$ cat src/rtl/parser_pkg.sv
// Shared message/response encodings between the RX parser, the command
// dispatcher and the TX formatter, plus the burst size rule.
package parser_pkg;

    localparam int DIM_W = 12;

    typedef enum logic [3:0] {
        MSG_NONE            = 4'd0,
        MSG_RGF_WRITE       = 4'd1,
        MSG_RGF_READ        = 4'd2,
        MSG_SINGLE_PIXEL_WR = 4'd3,
        MSG_START_BURST_WR  = 4'd4,
        MSG_BURST_PIXEL_WR  = 4'd5,
        MSG_START_BURST_RD  = 4'd6,
        MSG_INVALID         = 4'd15
    } msg_type_e;

    typedef enum logic [1:0] {
        RSP_ACK  = 2'd0,
        RSP_DATA = 2'd1,
        RSP_NAK  = 2'd2
    } rsp_type_e;

    function automatic logic [2*DIM_W-1:0] burst_area(input logic [DIM_W-1:0] h,
                                                      input logic [DIM_W-1:0] w);
        return (2*DIM_W)'(h) * (2*DIM_W)'(w);
    endfunction

    // A frame of exactly 2^pix_addr_w pixels still fits the pixel memory.
    function automatic logic burst_size_ok(input logic [DIM_W-1:0] h,
                                           input logic [DIM_W-1:0] w,
                                           input int unsigned      pix_addr_w);
        return (h != '0) && (w != '0) &&
               (32'(burst_area(h, w)) <= (32'd1 << pix_addr_w));
    endfunction

endpackage

$ cat src/rtl/uart_cmd_dispatcher_pix_addr_gen.sv
// Pixel address counter for burst writes: tracks the next address and how
// many pixels of the frame are still outstanding.
module pix_addr_gen #(
    parameter int PIX_ADDR_W = 17
) (
    input  logic                  clk,
    input  logic                  rst_n,
    input  logic                  clear_i,
    input  logic                  load_i,
    input  logic [PIX_ADDR_W:0]   total_i,
    input  logic                  inc_i,
    output logic [PIX_ADDR_W-1:0] addr_o,
    output logic                  last_o
);

    logic [PIX_ADDR_W-1:0] addr_q, addr_d;
    logic [PIX_ADDR_W:0]   remain_q, remain_d;

    always_comb begin
        // NOTE: every combinational output gets a default first so no path leaves it unassigned (no latch).
        addr_d   = addr_q;
        remain_d = remain_q;
        if (clear_i) begin
            addr_d   = '0;
            remain_d = '0;
        end else if (load_i) begin
            addr_d   = '0;
            remain_d = total_i;
        end else if (inc_i && (remain_q != '0)) begin
            addr_d   = addr_q + 1'b1;
            remain_d = remain_q - 1'b1;
        end
    end

    // NOTE: state registers use non-blocking assignments so all flops update together at the edge.
    always_ff @(posedge clk or negedge rst_n) begin
        if (!rst_n) begin
            addr_q   <= '0;
            remain_q <= '0;
        end else begin
            addr_q   <= addr_d;
            remain_q <= remain_d;
        end
    end

    assign addr_o = addr_q;
    assign last_o = (remain_q == (PIX_ADDR_W+1)'(1));

endmodule

$ cat src/rtl/uart_cmd_dispatcher.sv
// Runs one parsed UART command at a time against the RGF, pixel memory and
// burst-read engine, and returns exactly one response per command.
module uart_cmd_dispatcher
    import parser_pkg::*;
#(
    parameter int ADDR_W     = 12,
    parameter int DATA_W     = 16,
    parameter int PIX_W      = 24,
    parameter int PIX_ADDR_W = 17,
    parameter int RD_TIMEOUT = 255
) (
    input  logic                  clk,
    input  logic                  rst_n,
    input  logic                  msg_valid,
    output logic                  msg_ready,
    input  logic [3:0]            msg_type,
    input  logic [ADDR_W-1:0]     msg_addr,
    input  logic [DATA_W-1:0]     msg_data,
    input  logic [DIM_W-1:0]      msg_h,
    input  logic [DIM_W-1:0]      msg_w,
    input  logic [4*PIX_W-1:0]    msg_pix,
    output logic                  rgf_wr_en,
    output logic                  rgf_rd_en,
    output logic [ADDR_W-1:0]     rgf_addr,
    output logic [DATA_W-1:0]     rgf_wdata,
    input  logic [DATA_W-1:0]     rgf_rdata,
    input  logic                  rgf_rvalid,
    output logic                  pix_wr_en,
    output logic [PIX_ADDR_W-1:0] pix_wr_addr,
    output logic [PIX_W-1:0]      pix_wr_data,
    input  logic                  pix_wr_ready,
    output logic                  rd_start,
    output logic [DIM_W-1:0]      rd_h,
    output logic [DIM_W-1:0]      rd_w,
    output logic [PIX_ADDR_W-1:0] rd_addr,
    input  logic                  rd_busy,
    output logic                  rsp_valid,
    input  logic                  rsp_ready,
    output logic [1:0]            rsp_type,
    output logic [DATA_W-1:0]     rsp_data,
    output logic                  burst_active
);

    typedef enum logic [3:0] {
        S_IDLE, S_RGF_WR, S_RGF_RD, S_PIX_WR, S_BURST_WAIT,
        S_BURST_WR, S_RD_LAUNCH, S_RD_WAIT, S_RSP
    } state_e;

    localparam int TMR_W = $clog2(RD_TIMEOUT + 1);

    state_e                state_q, state_d;
    logic [ADDR_W-1:0]     addr_q, addr_d;
    logic [DATA_W-1:0]     wdata_q, wdata_d;
    logic [4*PIX_W-1:0]    pix_q, pix_d;
    logic [1:0]            idx_q, idx_d;
    logic [TMR_W-1:0]      tmr_q, tmr_d;
    logic                  busy_seen_q, busy_seen_d;
    logic                  burst_q, burst_d;
    logic                  live_q;
    rsp_type_e             rsp_type_q, rsp_type_d;
    logic [DATA_W-1:0]     rsp_data_q, rsp_data_d;
    logic [DIM_W-1:0]      rd_h_q, rd_h_d, rd_w_q, rd_w_d;
    logic [PIX_ADDR_W-1:0] rd_addr_q, rd_addr_d;

    logic                  accept, size_ok, rsp_go;
    rsp_type_e             rsp_kind;
    logic                  gen_clear, gen_load, gen_inc, gen_last;
    logic [PIX_ADDR_W-1:0] gen_addr;

    // live_q keeps msg_ready low while reset is held and for the first cycle after.
    assign msg_ready = live_q && ((state_q == S_IDLE) || (state_q == S_BURST_WAIT));
    assign accept    = msg_valid && msg_ready;
    assign size_ok   = burst_size_ok(msg_h, msg_w, PIX_ADDR_W);

    pix_addr_gen #(.PIX_ADDR_W(PIX_ADDR_W)) u_pix_addr_gen (
        .clk     (clk),
        .rst_n   (rst_n),
        .clear_i (gen_clear),
        .load_i  (gen_load),
        .total_i ((PIX_ADDR_W+1)'(burst_area(msg_h, msg_w))),
        .inc_i   (gen_inc),
        .addr_o  (gen_addr),
        .last_o  (gen_last)
    );

    always_comb begin
        state_d     = state_q;
        addr_d      = addr_q;
        wdata_d     = wdata_q;
        pix_d       = pix_q;
        idx_d       = idx_q;
        tmr_d       = tmr_q;
        busy_seen_d = busy_seen_q;
        burst_d     = burst_q;
        rsp_type_d  = rsp_type_q;
        rsp_data_d  = rsp_data_q;
        rd_h_d      = rd_h_q;
        rd_w_d      = rd_w_q;
        rd_addr_d   = rd_addr_q;
        rsp_go      = 1'b0;
        rsp_kind    = RSP_ACK;
        gen_clear   = 1'b0;
        gen_load    = 1'b0;
        gen_inc     = 1'b0;
        rgf_wr_en   = 1'b0;
        rgf_rd_en   = 1'b0;
        pix_wr_en   = 1'b0;
        rd_start    = 1'b0;

        case (state_q)
            S_IDLE: if (accept) begin
                case (msg_type)
                    MSG_RGF_WRITE: begin
                        addr_d  = msg_addr;
                        wdata_d = msg_data;
                        state_d = S_RGF_WR;
                    end
                    MSG_RGF_READ: begin
                        addr_d  = msg_addr;
                        tmr_d   = '0;
                        state_d = S_RGF_RD;
                    end
                    MSG_SINGLE_PIXEL_WR: begin
                        addr_d  = msg_addr;
                        pix_d   = msg_pix;
                        idx_d   = '0;
                        state_d = S_PIX_WR;
                    end
                    MSG_START_BURST_WR: begin
                        rsp_go   = 1'b1;
                        rsp_kind = size_ok ? RSP_ACK : RSP_NAK;
                        gen_load = size_ok;
                        burst_d  = size_ok;
                    end
                    MSG_START_BURST_RD: begin
                        if (size_ok) begin
                            rd_h_d      = msg_h;
                            rd_w_d      = msg_w;
                            rd_addr_d   = PIX_ADDR_W'(msg_addr);
                            busy_seen_d = 1'b0;
                            state_d     = S_RD_LAUNCH;
                        end else begin
                            rsp_go   = 1'b1;
                            rsp_kind = RSP_NAK;
                        end
                    end
                    default: begin
                        rsp_go   = 1'b1;
                        rsp_kind = RSP_NAK;
                    end
                endcase
            end
            S_RGF_WR: begin
                rgf_wr_en = 1'b1;
                rsp_go    = 1'b1;
            end
            S_RGF_RD: begin
                rgf_rd_en = (tmr_q == '0);
                tmr_d     = tmr_q + 1'b1;
                // A late rvalid landing on the final timeout cycle still returns data.
                if (rgf_rvalid) begin
                    rsp_go   = 1'b1;
                    rsp_kind = RSP_DATA;
                end else if (tmr_q == TMR_W'(RD_TIMEOUT - 1)) begin
                    rsp_go   = 1'b1;
                    rsp_kind = RSP_NAK;
                end
            end
            S_PIX_WR: begin
                pix_wr_en = 1'b1;
                rsp_go    = pix_wr_ready;
            end
            S_BURST_WAIT: if (accept) begin
                if (msg_type == MSG_BURST_PIXEL_WR) begin
                    pix_d   = msg_pix;
                    idx_d   = '0;
                    state_d = S_BURST_WR;
                end else begin
                    gen_clear = 1'b1;
                    burst_d   = 1'b0;
                    rsp_go    = 1'b1;
                    rsp_kind  = RSP_NAK;
                end
            end
            S_BURST_WR: begin
                pix_wr_en = 1'b1;
                if (pix_wr_ready) begin
                    gen_inc = 1'b1;
                    idx_d   = idx_q + 2'd1;
                    if (gen_last) begin
                        burst_d = 1'b0;
                        rsp_go  = 1'b1;
                    end else if (idx_q == 2'd3) begin
                        state_d = S_BURST_WAIT;
                    end
                end
            end
            S_RD_LAUNCH: if (!rd_busy) begin
                rd_start = 1'b1;
                state_d  = S_RD_WAIT;
            end
            S_RD_WAIT: begin
                if (rd_busy) begin
                    busy_seen_d = 1'b1;
                end else if (busy_seen_q) begin
                    rsp_go = 1'b1;
                end
            end
            S_RSP: if (rsp_ready) begin
                state_d = burst_q ? S_BURST_WAIT : S_IDLE;
            end
            default: state_d = S_IDLE;
        endcase

        if (rsp_go) begin
            state_d    = S_RSP;
            rsp_type_d = rsp_kind;
            rsp_data_d = (rsp_kind == RSP_DATA) ? rgf_rdata : '0;
        end
    end

    always_ff @(posedge clk or negedge rst_n) begin
        if (!rst_n) begin
            state_q     <= S_IDLE;
            addr_q      <= '0;
            wdata_q     <= '0;
            pix_q       <= '0;
            idx_q       <= '0;
            tmr_q       <= '0;
            busy_seen_q <= 1'b0;
            burst_q     <= 1'b0;
            live_q      <= 1'b0;
            rsp_type_q  <= RSP_ACK;
            rsp_data_q  <= '0;
            rd_h_q      <= '0;
            rd_w_q      <= '0;
            rd_addr_q   <= '0;
        end else begin
            state_q     <= state_d;
            addr_q      <= addr_d;
            wdata_q     <= wdata_d;
            pix_q       <= pix_d;
            idx_q       <= idx_d;
            tmr_q       <= tmr_d;
            busy_seen_q <= busy_seen_d;
            burst_q     <= burst_d;
            live_q      <= 1'b1;
            rsp_type_q  <= rsp_type_d;
            rsp_data_q  <= rsp_data_d;
            rd_h_q      <= rd_h_d;
            rd_w_q      <= rd_w_d;
            rd_addr_q   <= rd_addr_d;
        end
    end

    assign rgf_addr     = addr_q;
    assign rgf_wdata    = wdata_q;
    assign pix_wr_addr  = (state_q == S_PIX_WR) ? PIX_ADDR_W'(addr_q) : gen_addr;
    assign pix_wr_data  = pix_q[idx_q*PIX_W +: PIX_W];
    assign rd_h         = rd_h_q;
    assign rd_w         = rd_w_q;
    assign rd_addr      = rd_addr_q;
    assign rsp_valid    = (state_q == S_RSP);
    assign rsp_type     = rsp_type_q;
    assign rsp_data     = rsp_data_q;
    assign burst_active = burst_q;

endmodule

$ cat config.mk
export PLATFORM = sky130hd
export DESIGN_NAME = uart_cmd_dispatcher
export DESIGN_NICKNAME = d
export VERILOG_FILES = /design/src/rtl/parser_pkg.sv /design/src/rtl/uart_cmd_dispatcher_pix_addr_gen.sv /design/src/rtl/uart_cmd_dispatcher.sv
export SDC_FILE = /design/constraint.sdc
export NUM_CORES = 1
export LEC_CHECK = 0
export CORE_ASPECT_RATIO = 1.5
export CORE_MARGIN = 4
export CORE_UTILIZATION = 57
export DETAILED_ROUTE_END_ITERATION = 12
export GPL_TIMING_DRIVEN = 0
export PLACE_DENSITY = 0.93
export REMOVE_ABC_BUFFERS = 1
export SYNTH_ARGS = -nofsm -noshare
export SYNTH_HDL_FRONTEND = slang
export SYNTH_SLANG_ARGS = --single-unit
$ cat constraint.sdc
create_clock -name clk -period 6.7 [get_ports clk]
set_clock_uncertainty 0.2 [all_clocks]
set_input_delay 1.34 -clock clk [delete_from_list [all_inputs] [get_ports clk]]
set_output_delay 1.34 -clock clk [all_outputs]
set_load 0.01 [all_outputs]
After elaboration in Yosys (flattened, before gate mapping)
Cells that the tools add are included.

storage, ports and cells
  register bits = 230

cells by class
  add/sub/neg operators = 4
  $mul = 2
  $lt $le $gt $ge = 1
  equal/unequal tests = 41
  shifts and indexed selects = 1
  mux-type cells = 78
  reductions and logical operators = 29

operators by type and width
  kind                                                                     number
  96-bit two-way mux                                                       4
  96-bit case mux with 2 select lines                                      1
  96-bit by 8-bit indexed part select with 24-bit output                   1
  17-bit two-way mux                                                       4
  18-bit two-way mux                                                       3
  4-bit two-way mux                                                        10
  1-bit two-way mux                                                        31
  4-bit by 3-bit equality test with 1-bit output, second input constant    7
  24-bit by 18-bit <= comparator with 1-bit output, second input constant  1
  12-bit by 12-bit multiplier with 24-bit output                           1
  4-bit case mux with 6 select lines                                       1
  12-bit nonzero test                                                      2
  2-bit two-way mux                                                        11
  18-bit by 1-bit equality test with 1-bit output, second input constant   1
  3-bit inequality test, second input constant                             6
  18-bit nonzero test                                                      1
  18-bit by 1-bit subtractor with 18-bit output, second input constant     1
  17-bit by 1-bit adder with 17-bit output, second input constant          1
  4-bit by 2-bit equality test with 1-bit output, second input constant    4
  16-bit two-way mux                                                       1
  8-bit two-way mux                                                        2
  4-bit case mux with 4 select lines                                       1
  8-bit case mux with 2 select lines                                       1
  2-bit inequality test, second input constant                             7
  other kinds (34)                                                         53

Longest topological paths before layout
Gate-level depths: netlist (run 1).

  depth in word-level cells = 9
  mapped depth = 24

Cells and area by module
From an unflattened synthesis (run 1), not the netlist that was laid out.

unflattened totals
  cell total of the unflattened synthesis = 1467
  area, all modules = 15956.6 um^2

modules (own cells, without submodules)
  module               instances  cells each  area an instance (um^2)  sequential area each (um^2)
  uart_cmd_dispatcher  1          1239        13894.6                  4879.7
  pix_addr_gen         1          228         2062.0                   875.8

Least setup slack after synthesis (run 1)
Ideal clock, no wire load.

  path type = input port to flip-flop
  start point = input msg_w[5]
  end point = register rd_addr_q[10], in the netlist rd_addr[10]
  setup time = 0.125 ns
  arrival = 7.295 ns
  path slack = -0.920 ns
  cell stages on the path = 23
  buffers on the path = 3
  cells stage by stage = clkbuf_1 and2_1 fa_1 inv_1 fa_1 inv_1 ha_1 inv_1 fa_1 fa_1 inv_1 ha_1 buf_6 a21o_1 a31o_4 or4_4 nand3_2 nand4_1 o41a_1 or4b_4 nor2_8 buf_12 mux2_4

between the ends
  longest elaborated chain between the ends = 4
  elaborated cells between the ends (all ways) = 6
  classes of those cells = 1 x mul; 1 x order compare; 4 x reduce/logical

RTL lines
  what                                                                                   line                                source
  from (decl)                                                                            uart_cmd_dispatcher.sv:20           input logic [DIM_W-1:0] msg_w,
  12-bit by 12-bit multiplier with 24-bit output or 12-bit nonzero test (tied branches)  -
  24-bit by 18-bit <= comparator with 1-bit output or 1-bit logical AND (tied branches)  parser_pkg.sv:34, parser_pkg.sv:33
  1-bit logical AND *                                                                    parser_pkg.sv:33                    return (h != '0) && (w != '0) &&
  4-bit AND reduction (no source line) *                                                 -
  to (signal assigned)                                                                   uart_cmd_dispatcher.sv:252          rd_addr_q <= rd_addr_d;
  to (decl)                                                                              uart_cmd_dispatcher.sv:63           logic [PIX_ADDR_W-1:0] rd_addr_q, rd_addr_d;

Mark *: on every way between the ends. The rest lies on a longest branch, timed or not.
A chain may end at the register's enable or synchronous reset.

Final worst setup path (run 1)
  start point = input msg_h[7]
  end point = register rd_addr_q[9], in the netlist rd_addr[9]

between the ends
  longest elaborated chain between the ends = 4
  elaborated cells between the ends (all ways) = 6
  classes of those cells = 1 x mul; 1 x order compare; 4 x reduce/logical

RTL lines
  what                                                                                   line                                source
  from (decl)                                                                            uart_cmd_dispatcher.sv:19           input logic [DIM_W-1:0] msg_h,
  12-bit by 12-bit multiplier with 24-bit output or 12-bit nonzero test (tied branches)  -
  24-bit by 18-bit <= comparator with 1-bit output or 1-bit logical AND (tied branches)  parser_pkg.sv:34, parser_pkg.sv:33
  1-bit logical AND *                                                                    parser_pkg.sv:33
  4-bit AND reduction (no source line) *                                                 -

Marked as above.

==> flow_metrics.tcl, run 1 <==
set metrics [dict create \
    synth_top_family_by_area "adder cells" \
    yosys.area_share.adder_pct 18.36 \
    synthCells 1385 \
    synth-simple-area-share_pct 13.09 \
    report.final.slew_viol_count 0 \
    cts-root-buf "clkbuf_16" \
    drt_pre_antenna_iters 6 \
    nNetsFinal 2048 \
    pre_cts_slack_ns -2.988 \
    clk_path_buf_depth 3 \
    cts_num_sinks 230 \
    drv_cap 0 \
    yosysSeqAreaShare_pct 36.88 \
    end_kind "register" \
    start_kind "input pin" \
    synth_top_area_share_pct 36.88 \
    ys_ff_latch 230 \
    synth-compound-area-share_pct 5.813 \
    critPathBufInv 7 \
    p_total_w 0.01069 \
    synth_edf_count 0 \
    critical_path_class "in -> reg" \
    place.gp.congestion 0.8953 \
    fin_ws_ns -0.8296 \
    setup_violations 95 \
    hold_ws_ns 0.3120 \
    crit_family "adder cells" \
    wl_per_cell_um 29.71 \
    status "finished, violations left" \
    area_growth_pct 34.32 \
    fillers 1299 \
    postRouteWirelength_mm 61.08 \
    drc 0 \
    hold_path.class "reg -> reg" \
    clock_latency_ns 0.53 \
    ys_types 75 \
    synthMuxAreaShare_pct 17.82 \
    grt_pass1_vias 14830 \
    cts_tree "built" \
    synth_xor_area_share_pct 2.694 \
    rows 73 \
    async_reset_ff_share_pct 100.0 \
    synth.cell_area_um2 15600 \
    tns_ns -60.14 \
    drt_iter0_markers 1660 \
    hpwl_mm 34.33 \
    vias 13890 \
    rsz0062_at_grt "true" \
    grt_max_degree 127 \
    die_area_um2 30140 \
    min_period_over_period_pct 112.4 \
    ys_top_cells_by_area "dfrtp_1 (37%), fa_1 (13%), mux2_2 (10%)" \
    fmax_mhz 132.8 \
    slew_headroom_pct 10.81 \
    ys.flop_type "dfrtp_1" \
    start_util_pct 58.31 \
    required_ns 6.91 \
    utilization_pct 78.32 \
    yosysWarnings 0 \
    yosysTopAreaCell "dfrtp_1" \
    cts_made_buffers 22 \
    crit_path_top_delay_cell "fa_2" \
    worstPathCellList "buf_12 -> and2_4 -> fa_1 -> inv_2 -> fa_1 -> inv_2 -> fa_1 -> fa_2 -> fa_2 -> ha_4 -> buf_6 -> a21oi_2 -> o21ai_2 -> or2_2 -> o211ai_1 -> nand4_1 -> o41a_1 -> or4b_4 -> buf_6 -> nor2_8 -> buf_6 -> buf_16 -> mux2_4" \
    p_leak_nw 9.393 \
    fin_crit_ns 7.530 \
    failed_checks "negative setup slack" \
    io_pins 310 \
    ir_drop_mv 0.4772 \
    synth.avg_cell_area_um2 11.27 \
    antenna_found_initial 2 \
    power.density_nw_per_um2 510.1 \
    grt_pass1_wl_mm 87.62 \
    cts_max_level 1 \
    drive_above_1_share_pct 25.04 \
    clk_pin_slew_worst_paths_ns 0.07 \
    crit_arrival_ns 7.74 \
    slowest_delay_ns 0.62 \
    hold_viol_final 0 \
    cp_max_fo 7 \
    chipHeight_um 210.6 \
    via_per_inst 6.754 \
    grt_usage_pct 37.86 \
    port_buffers 304 \
    final_cell_mix "clkdlybuf4s50_1 (279), dfrtp_1 (229), mux2_2 (137)" \
    worstMarginPinSlew_ns 1.338 \
    grt-ovfl-total 0 \
    die_w_um 143.1 \
    layout_commonest_cell "clkdlybuf4s50_1" \
    core-area_um2 26760 \
    antenna_left 0 \
]
registers in the layout, indices dropped and copies added (netlist names), 2 cells and up:
register and count:
idx_q 2, rsp_type 2, rd_h 12, state_q 4, tmr_q 8, u_pix_addr_gen.addr_o 17, rd_w 12, pix_q 96
rgf_wdata 16, u_pix_addr_gen.remain_q 18, rsp_data 16, rd_addr 12, rgf_addr 12
kinds of logic after synthesis:
group | Yosys count
xor gates and xnor gates | 48
adders and majority gates | 169
and+or+nand+nor | 396
buffers and inverters | 198
AOI/OAI and AO/OA | 127
muxes | 215
DFF | 230
other | 2
synth_stat cells, drive strengths merged (16+ instances only):
cell type  count
clkbuf        64
dfrtp        230
inv          116
mux2i         18
xnor2         17
a22o          16
a21oi         27
xor2          31
mux2         173
and2          85
o21ai         22
nor2          80
nand3         23
fa           100
mux4          24
buf           18
nand2        109
ha            69
nor3          18
metal layers:
metal | global-route usage [%] | up-vias | part of all wire (%)
li1 | - | 5352 | -
met1 | 39.14 | 6730 | 30
met2 | 64.37 | 1279 | 49
met3 | 10.51 | 524 | 12
met4 | 28.63 | 2 | 10
met5 | 0 | - | 0.018
power breakdown:
| part | leakage (nW) | switching [W] | internal, W |
|---|---|---|---|
| clock network | 0.364 | 0.000578 | 0.000795 |
| logic | 6.07 | 0.00356 | 0.00334 |
| registers | 2.96 | 0.000554 | 0.00187 |
| total | 9.39 | 0.00469 | 0.00600 |
through the flow:
stage / cell area (µm²) / cells
finish: 20960 / 2056
global route: 20960 / 2055
CTS: 20730 / 2043
detailed placement: 18810 / 1953
global placement: 18690 / 1948
floorplan: 15230 / 1307
final timing paths:
check / slack (ns) / cells past startpoint / end / start
max reg2reg: 2.49 / 9 / u_pix_addr_gen.addr_o[9] / state_q[0]
min reg2reg: 0.31 / 1 / rgf_wdata[9] / rgf_wdata[9]
max: -0.83 / 23 / rd_addr[9] / msg_h[7]
min: 0.31 / 1 / rgf_wdata[9] / rgf_wdata[9]
min in group asynchronous: 0.69 / 1 / rsp_data[5] / rst_n
max in group asynchronous: 4.47 / 2 / rd_h[8] / rst_n
layout make-up:
type,count,area (µm²),area share [%]
multi-input combinational,966,9738,46.46
sequential,230,5757,27.47
timing repair buffer,368,3854,18.39
clock buffer,31,615.6,2.937
inverter,116,435.4,2.077
tap,337,421.7,2.012
clock inverter,6,133.9,0.6387
antenna,2,5.005,0.02388
repair_timing:
| item | CTS | global route |
|---|---|---|
| hold buffers | 0 | 0 |
| setup buffers | 43 | 14 |
| pin swaps | 67 | 35 |
| gates cloned | 10 | 1 |
| setup endpoints to repair | 95 | 95 |
| resized for setup | 285 | 54 |
(Power assumes the default switching activity.)
==> run 2: changes to the inputs <==
--- a/config.mk
+++ b/config.mk
@@ -7,10 +7,10 @@
 export LEC_CHECK = 0
 export CORE_ASPECT_RATIO = 1.5
 export CORE_MARGIN = 4
-export CORE_UTILIZATION = 57
+export CORE_UTILIZATION = 45
 export DETAILED_ROUTE_END_ITERATION = 12
 export GPL_TIMING_DRIVEN = 0
-export PLACE_DENSITY = 0.93
+export PLACE_DENSITY = 0.77
 export REMOVE_ABC_BUFFERS = 1
 export SYNTH_ARGS = -nofsm -noshare
 export SYNTH_HDL_FRONTEND = slang
==> run 2 against run 1 <==
Effect of this change: flip-flop and latch count unchanged; the run still ends with negative setup slack left; critical path depth decreased by 2; worst setup slack improved by 0.32 ns; critical endpoint is now rd_w[2]; critical path type unchanged; sequential power decreased by 8%; wire length decreased by 27%; largest cell class unchanged; global-route usage decreased by 15 points.
==> flow_metrics.tcl, run 2 (same netlist as run 1, synthesis figures left out) <==
set metrics [dict create \
    cts_made_buffers 22 \
    rsz0062_at_grt "true" \
    io_pins 310 \
    cts-root-buf "clkbuf_16" \
    cp_max_fo 6 \
    die_w_um 160.0 \
    fin_area_um2 20810 \
    core-area_um2 34270 \
    start_kind "input pin" \
    required_ns 6.90 \
    port_buffers 304 \
    reg2reg_depth 7 \
    fmax_mhz 138.7 \
    clk_path_buf_depth 3 \
    largest_reg_flops 96 \
    drv_cap 0 \
    layoutNonFillerInstCount 2146 \
    met3_usage_pct 3.880 \
    p_leak_nw 9.360 \
    rows 83 \
    failed_checks "negative setup slack" \
    critPathBufInv 6 \
    nNetsFinal 2049 \
    grt_util_met2_pct 43.90 \
    worstMarginPinSlew_ns 1.247 \
    clock_latency_ns 0.51 \
    busiest_layer "met2" \
    grt_pass1_wl_mm 70.10 \
    drc 0 \
    hold_viol_final 0 \
    placed_cell_area_um2 18930 \
    clk_pin_slew_worst_paths_ns 0.07 \
    fin_crit_ns 7.212 \
    p_total_w 0.009848 \
    area_growth_pct 33.38 \
    drive_above_1_share_pct 23.65 \
    drt_iter0_markers 644 \
    via_per_inst 5.610 \
    ir_drop_mv 0.5155 \
    min_period_over_period_pct 107.6 \
    grt-ovfl-total 0 \
    hpwl_mm 31.10 \
    grt_usage_pct 22.87 \
    antenna_left 0 \
    slew_headroom_pct 16.85 \
    layout_commonest_cell "clkdlybuf4s50_1" \
    place_inst 2041 \
    end_kind "register" \
    diodes 0 \
    crit_path_start "msg_h[7]" \
    grt_max_degree 121 \
    slowest_delay_ns 0.58 \
    r2r_slack_ns 2.90 \
    crit_path_top_delay_cell "or4b_4" \
    grt_pass1_vias 12770 \
    die_area_um2 37780 \
    crit_arrival_ns 7.41 \
    grtUsageMet1_pct 26.05 \
    hold_path.class "reg -> reg" \
    wl_per_cell_um 20.69 \
    setup_violations 94 \
    crit_cells 21 \
    worstPathCellList "buf_12 -> and2_4 -> fa_1 -> inv_1 -> fa_1 -> inv_2 -> fa_1 -> fa_1 -> fa_1 -> ha_4 -> a2111oi_4 -> mux2i_2 -> a2111oi_2 -> nand4_1 -> o41a_1 -> or4b_4 -> buf_6 -> nor2_4 -> buf_6 -> buf_12 -> mux2_4" \
    antenna_found_initial 0 \
    r2r-end "tmr_q[5]" \
    drt_pre_antenna_iters 5 \
    cts_hold_buf 0 \
    critical_path_class "in -> reg" \
    r2r_start "state_q[1]" \
    status "finished, violations left" \
    chipHeight_um 236.1 \
    postRouteWirelength_mm 44.41 \
    report.final.slew_viol_count 0 \
    crit_family "adder cells" \
    critPathCapture "rd_w[2]" \
    final_cell_mix "clkdlybuf4s50_1 (279), dfrtp_1 (229), mux2_2 (137)" \
    crit_top_cell "fa_1" \
    vias 12040 \
    fin_ws_ns -0.5117 \
    place.gp.congestion 0.8412 \
    cts_max_level 1 \
    cts_tree "built" \
    start_util_pct 45.53 \
    regMostFlops "pix_q" \
    power.density_nw_per_um2 473.1 \
    cts_num_sinks 230 \
    pre_cts_slack_ns -2.952 \
]
run 2: cell count changes in the layout (fill, tap and decap cells not counted), moves of 5 or more:
cell and delta:
and2_1 +6, buf_4 +10, nor2_1 +18, nor2_2 -12, and2_4 -6, nor2_4 -6
ha_1 +5
run 2: worst min-delay path by stage:
| stage | from | to | slack (ns) | cells past startpoint |
|---|---|---|---|---|
| finish | rsp_data[15] | rsp_data[15] | 0.30 | 1 |
| global route | rsp_data[12] | rsp_data[12] | 0.32 | 1 |
| CTS | rsp_type[0] | rsp_type[0] | 0.30 | 1 |
| detailed placement | rsp_data[3] | rsp_data[3] | 0.28 | 1 |
| global placement | rsp_type[0] | rsp_type[0] | 0.26 | 1 |
| floorplan | busy_seen_q | busy_seen_q | 0.27 | 2 |
run 2: power by group:
part	total (W)	internal, W	leakage [nW]	switching (W)
Combinational	0.00636	0.00337	6.04	0.00299
Sequential	0.00223	0.00187	2.96	0.000367
Clock	0.00126	0.000708	0.358	0.000550
run 2: per-layer routing:
layer  share of wire (%)  wire (µm)
met1                  36      16200
met2                  55      24430
met3                 6.3       2796
met4                 2.2        987
met5                   0          0
run 2: timing repair:
action | 4_1_cts | 5_1_grt
gates cloned | 9 | 0
hold endpoints to repair | 0 | 0
endpoints found under the setup margin | 95 | 95
pin swaps | 67 | 15
gates resized for setup | 254 | 29
buffers inserted | 50 | 6
run 2: metrics by stage:
step	TNS (ns)	utilization [%]	hold WS [ns]
3_3_place_gp	-1803.71	54.87	0.2607
4_1_cts	-22.29	60.27	0.2971
5_1_grt	-42.64	60.73	0.3195
6_report	-27.27	60.73	0.3028
3_5_place_dp	-255.68	55.24	0.2804
2_1_floorplan	-128.23	-	0.2741
run 2: cell type report:
type / count / area, µm²
clock inverter: 10 / 101.3
multi-input combinational: 965 / 9545
timing repair buffer: 370 / 3812
clock buffer: 30 / 630.6
inverter: 116 / 435.4
tap: 425 / 531.8
fill: 2622 / 13460
sequential: 230 / 5757
